`src/rtl/square_iterative.sv`:
```
`default_nettype none
// ============================================================================
// Module   : square_iterative
// Purpose  : Iterative shift-and-add unsigned squarer. Accepts a ROOT_BITS-bit
//            root and returns root*root as a RADICAND_BITS-bit radicand, one
//            partial product per clock (one result per ROOT_BITS+2 edges when
//            issued back to back).
// Ports    : clk        - rising-edge clock
//            rst        - synchronous, active-high reset
//            start      - request, sampled only while ready=1
//            root       - unsigned operand, captured on an accepted start
//            ready      - high while idle; start is accepted this cycle
//            data_valid - one-cycle pulse when radicand is updated
//            radicand   - square of the root of the last completed operation
// Revision : 1.0 - initial release
// ============================================================================
module square_iterative #(
   parameter int RADICAND_BITS = 16
) (
   input  logic                         clk,
   input  logic                         rst,
   input  logic                         start,
   input  logic [RADICAND_BITS/2-1:0]   root,
   output logic                         ready,
   output logic                         data_valid,
   output logic [RADICAND_BITS-1:0]     radicand
);

   localparam int ROOT_BITS = RADICAND_BITS / 2;
   localparam int CNT_BITS  = $clog2(ROOT_BITS + 1);
   // Count value at the start of the final RUN edge; that edge moves to DONE.
   localparam logic [CNT_BITS-1:0] CNT_LAST = CNT_BITS'(ROOT_BITS - 1);

   typedef enum logic [1:0] {
      S_IDLE = 2'd0,
      S_RUN  = 2'd1,
      S_DONE = 2'd2
   } state_t;

   state_t                     state_q;
   logic [RADICAND_BITS-1:0]   mcand_q;
   logic [RADICAND_BITS-1:0]   acc_q;
   logic [ROOT_BITS-1:0]       mplier_q;
   logic [CNT_BITS-1:0]        cnt_q;
   logic [RADICAND_BITS-1:0]   radicand_q;
   logic                       data_valid_q;
   logic                       ready_q;

   logic [RADICAND_BITS-1:0]   acc_d;
   logic [CNT_BITS-1:0]        cnt_d;

   // One partial product per RUN edge: add the shifted multiplicand when the
   // current multiplier LSB is set. The sum fits because
   // (2^ROOT_BITS-1)^2 < 2^RADICAND_BITS.
   always_comb begin
      acc_d = acc_q;
      if (mplier_q[0]) begin
         acc_d = acc_q + mcand_q;
      end
      cnt_d = cnt_q + CNT_BITS'(1);
   end

   always_ff @(posedge clk) begin
      if (rst) begin
         state_q      <= S_IDLE;
         mcand_q      <= '0;
         acc_q        <= '0;
         mplier_q     <= '0;
         cnt_q        <= '0;
         radicand_q   <= '0;
         data_valid_q <= 1'b0;
         ready_q      <= 1'b1;
      end else begin
         data_valid_q <= 1'b0;
         case (state_q)
            S_IDLE: begin
               if (start) begin
                  mcand_q  <= {{(RADICAND_BITS - ROOT_BITS){1'b0}}, root};
                  mplier_q <= root;
                  acc_q    <= '0;
                  cnt_q    <= '0;
                  ready_q  <= 1'b0;
                  state_q  <= S_RUN;
               end
            end
            S_RUN: begin
               acc_q    <= acc_d;
               mcand_q  <= mcand_q << 1;
               mplier_q <= mplier_q >> 1;
               cnt_q    <= cnt_d;
               if (cnt_q == CNT_LAST) begin
                  state_q <= S_DONE;
               end
            end
            S_DONE: begin
               radicand_q   <= acc_q;
               data_valid_q <= 1'b1;
               ready_q      <= 1'b1;
               state_q      <= S_IDLE;
            end
            default: begin
               ready_q <= 1'b1;
               state_q <= S_IDLE;
            end
         endcase
      end
   end

   assign ready      = ready_q;
   assign data_valid = data_valid_q;
   assign radicand   = radicand_q;

endmodule
`default_nettype wire

```
`config.mk`:
```
export PLATFORM = sky130hd
export DESIGN_NAME = square_iterative
export DESIGN_NICKNAME = d
export VERILOG_FILES = /design/src/rtl/square_iterative.sv
export SDC_FILE = /design/constraint.sdc
export NUM_CORES = 1
export LEC_CHECK = 0
export ABC_CLOCK_PERIOD_IN_PS = 6000
export CAP_MARGIN = 30
export CORE_MARGIN = 2
export CORE_UTILIZATION = 61
export DETAILED_ROUTE_END_ITERATION = 7
export GPL_TIMING_DRIVEN = 0
export PLACE_DENSITY = 0.84
export SLEW_MARGIN = 40
export SYNTH_ARGS = -nofsm -noshare
export SYNTH_HDL_FRONTEND = slang
export SYNTH_SLANG_ARGS = --single-unit
```
`constraint.sdc`:
```
create_clock -name clk -period 6 [get_ports clk]
set_input_delay 1.2 -clock clk [delete_from_list [all_inputs] [get_ports clk]]
set_output_delay 1.2 -clock clk [all_outputs]
set_load 0.01 [all_outputs]
```
* Word level (Yosys, flattened, before mapping)
Index checks and enable logic that the tools add are counted.
** Word-level totals
- Bits in registers :: 64
- Input bits :: 11
- Output and inout port bits :: 18
- Word-level logic and storage cells :: 38
** Operators by class
- Add/subtract/negate cells :: 2
- Equality and inequality tests :: 6
- Muxes and demuxes :: 15
- Bitwise gates (word level) :: 1
- Reductions and logical operators :: 6
** Operator list (count)
- $pmux W16 S2 :: 2
- $mux W16 :: 3
- $add A16 B16 Y16 :: 1
- $pmux W8 S2 :: 1
- $mux W8 :: 1
- $pmux W4 S2 :: 1
- $ne A2 B2 Y1 const B :: 3
- $reduce_and A2 Y1 :: 3
- $add A4 B1 Y4 const B :: 1
- $eq A4 B3 Y1 const B :: 1
- $mux W2 :: 2
- $mux W4 :: 1
- $pmux W2 S2 :: 1
- $reduce_and A3 Y1 :: 1
- $eq A2 B1 Y1 const B :: 1
- $eq A2 B2 Y1 const B :: 1
- $logic_not A2 Y1 :: 1
- $mux W1 :: 2
- $pmux W1 S2 :: 1
- $reduce_bool A2 Y1 :: 1
- $not A1 Y1 :: 1

* Longest topological paths before layout
- Depth after elaboration :: 3
- Mapped depth :: 9
- Gate-level depth less buffers :: 9

* Worst setup path after synthesis
OpenSTA, ideal clock, no wires.
- Path kind :: input to register
- From :: input port start
- To :: register acc_q[10]
- Setup time :: 0.117 ns
- Arrival time :: 2.268 ns
- Data required time :: 5.883 ns
- Slack :: 3.615 ns
- Stages on the path :: 7
- Path buffers :: 3
- Cells stage by stage :: buf_2 -> nand2b_1 -> a21o_1 -> clkbuf_1 -> and2b_1 -> buf_6 -> a22o_1
** Between the ends
- Cells in the longest elaborated chain, start to end :: 2
** Ends and longest elaborated chain
- start: declaration :: RTL line 22 : input logic start,
- $ne A2 B2 Y1 (no line)
- $reduce_and A3 Y1 (no line)
- end signal: assignment :: RTL line 67 : acc_q <= '0;
- end signal: assignment :: RTL line 80 : acc_q <= '0;
- end signal: assignment :: RTL line 87 : acc_q <= acc_d;
- end: declaration :: RTL line 42 : logic [RADICAND_BITS-1:0] acc_q;
No other way between the ends.
A chain may end at the register's enable or synchronous reset.

* Worst setup path in the final report
- From :: input port rst
- To :: register acc_q[4]
** RTL lines
- start: declaration :: RTL line 21 : input logic rst,
No word-level cell between the ends.

==> impl_metrics.py <==
metrics = {
    "setup_path": {
        "cp-start-kind": "primary input",
        "endpoint_kind": "flip-flop",
        "path_class": "in -> reg",
        "critPathMaxFanout": 10,
        "arrival_ns": 2.73,
        "cp.required_ns": 6.20,
    },
    "global_routing": {
        "grt_max_degree": 11,
        "grt_usage_pct": 28.0,
        "grt_pass1_vias": 2590,
        "grtUsageMet2_pct": 45.1,
        "antenna_found_initial": 0,
        "grt_overflow": 0,
        "grt_pass1_wl_um": 12000,
        "top_usage_layer": "met2",
        "met3_usage_pct": 5.42,
        "grtUsageMet1_pct": 36.8,
    },
    "clock_network": {
        "clock_sinks": 64,
        "ctsHoldBuffers": 0,
        "cts_max_level": 3,
        "post-cts-setup-buffer-count": 0,
        "cts_tree": "yes",
        "cts-root-buf": "clkbuf_8",
        "clock_latency_ns": 0.34,
        "cts_made_buffers": 9,
        "clk_pin_slew_ns": 0.07,
        "ctsResizeCount": 0,
        "clk_path_buf_depth": 2,
    },
    "synthesis": {
        "synthesis.area_um2": 3110,
        "syn_area_per_cell_um2": 8.43,
        "synthFlopType": "dfxtp_1",
        "yosys-top-cells-area": "dfxtp_1 (41%), nand2_1 (7.4%), a21oi_1 (6.4%)",
        "synth_cells": 369,
        "synth-compound-area-share_pct": 24.9,
        "synth_top_family_by_area": "compound AO/OA/AOI/OAI gates",
        "ys_types": 48,
        "synth.top_cell.area_share_pct": 41.2,
        "muxShareOfSynthArea_pct": 0,
        "synth_edf_count": 0,
        "yosys_warnings": 0,
        "yosys.area_share.simple_pct": 18.1,
        "synth-async-reset-ratio_pct": 0,
        "synthAdderAreaFrac_pct": 7.08,
        "synth_nets": 397,
        "seq_area_frac_synth_pct": 41.2,
        "synth_top_area_cell": "dfxtp_1",
        "synth-xor-area-share_pct": 3.94,
        "synth-seq-cells": 64,
    },
    "finish": {
        "drive_above_1_share_pct": 7.80,
        "final_cell_mix": "dfxtp_1 (64), nand2_1 (61), nor2_1 (52)",
        "area_growth_syn_to_layout_pct": 17.6,
        "fin_cells": 477,
        "antennaDiodeCount": 0,
        "nets": 435,
        "final_util_pct": 76.0,
        "fill_cells": 384,
        "final_common_cell": "dfxtp_1",
    },
    "placed_design": {
        "dp_cells": 463,
        "hpwl_um": 5170,
        "port_buffers": 27,
        "gp_congestion": 0.894,
    },
    "timing": {
        "finalCriticalPeriod_ns": 2.53,
        "rsz0062_at_grt": "no",
        "finClkSkew_ns": 0.00747,
        "post-route-period-util_pct": 42.2,
        "relSlewSlack_pct": 60.7,
        "final-hold-violation-count": 0,
        "slew_violations": 0,
        "holdWs_ns": 0.455,
        "finalSetupViolCount": 0,
        "fin_setup_tns_ns": 0,
        "worstMarginPinSlew_ns": 0.587,
        "fmax_ghz": 0.395,
    },
    "floorplanning": {
        "coreArea_um2": 4820,
        "fp.dieH_um": 75.4,
        "num_rows": 25,
        "die_w_um": 75.4,
        "io_pins": 29,
        "initial_core_util_pct": 64.6,
        "die_area_um2": 5690,
    },
    "job": {
        "cap_violations": 0,
    },
    "hold_path": {
        "hp-class": "reg -> reg",
    },
    "detailed_routing": {
        "first_iter_violations": 188,
        "antenna_left": 0,
        "dr.pass1.iters": 5,
        "viasPerCell": 5.83,
        "drc": 0,
        "num_vias": 2781,
        "avgRoutedWirePerCell_um": 15.0,
        "routed_wl_um": 7140,
    },
    "power_and_ir_drop": {
        "worst_ir_drop_vdd_mv": 0.177,
        "pwr_density_cell_nw_per_um2": 243,
        "p_total_uw": 889,
        "p_leak_uw": 0.00146,
    },
    "outcome": {
        "outcome": "completed",
    },
}
==> final timing paths <==
path                  endpoint  cells past startpoint  slack [ns]          from
hold reg to reg   radicand[11]                      2        0.45  radicand[11]
setup / recovery      acc_q[4]                      4        3.47           rst
setup reg to reg     acc_q[14]                      9        3.53    mcand_q[0]
hold / removal    radicand[11]                      2        0.45  radicand[11]
==> logic make-up (layout without fill, tap and decap cells) <==
kind of cell / Yosys count / count (layout)
flops: 64 / 64
compound gates: 109 / 109
xor+xnor: 14 / 14
fa+ha+maj: 17 / 17
simple gates: 134 / 134
buf+inv: 31 / 72
==> synthesized netlist by cell type (2+ instances only) <==
| master | instances |
|---|---|
| o21ai_0 | 7 |
| o221a_2 | 2 |
| nor2_1 | 52 |
| dfxtp_1 | 64 |
| a22oi_1 | 17 |
| xnor2_1 | 9 |
| nor2b_1 | 7 |
| ha_1 | 16 |
| a21o_1 | 6 |
| a22o_1 | 8 |
| a311oi_1 | 12 |
| nand2_1 | 61 |
| a21oi_1 | 40 |
| a31oi_1 | 2 |
| buf_2 | 4 |
| clkbuf_1 | 17 |
| nand2b_1 | 4 |
| xor2_1 | 5 |
| nor4_1 | 2 |
| inv_1 | 6 |
==> metrics by stage <==
| step | setup slack (ns) | cell area (µm²) |
|---|---|---|
| floorplan | 3.61 | 3110 |
| global placement | 3.17 | 3470 |
| detailed placement | 3.12 | 3470 |
| CTS | 3.48 | 3660 |
| global route | 3.40 | 3660 |
| finish | 3.47 | 3660 |
==> report_power, final <==
part | leakage, µW | internal, µW | switching, µW
registers | 0.000520 | 436 | 9.52
logic | 0.000844 | 30.1 | 46.4
clock network | 0.0000973 | 209 | 158
total | 0.00146 | 675 | 214
==> per-layer routing <==
| metal | vias to the layer above | wire length [µm] |
|---|---|---|
| li1 | 1375 | - |
| met1 | 1293 | 3280 |
| met2 | 94 | 3320 |
| met3 | 19 | 383 |
| met4 | 0 | 152 |
| met5 | - | 0 |
==> critical path: stages <==
cell and delay, ns:
clkdlybuf4s50_1 0.55, clkbuf_1 0.36, clkbuf_1 0.51, nor2_1 0.12
==> state kept, by name (all words and copies together) (netlist names) <==
| name | count |
|---|---|
| acc_q | 16 |
| mcand_q | 16 |
| radicand | 16 |
| mplier_q | 8 |
| cnt_q | 4 |
| state_q | 2 |
| data_valid | 1 |
| ready | 1 |
==> area by class of cell <==
cell class / instances / area (µm²) / share of cell area (%)
Buffer: 25 / 126 / 3.45
Clock buffer: 11 / 151 / 4.14
Multi-Input combinational cell: 274 / 1680 / 45.9
Timing Repair Buffer: 27 / 270 / 7.38
Inverter: 6 / 22.5 / 0.615
Clock inverter: 3 / 42.5 / 1.16
Sequential cell: 64 / 1280 / 35.0
Tap cell: 67 / 83.8 / 2.29
Power figures use the tool's default switching activity.
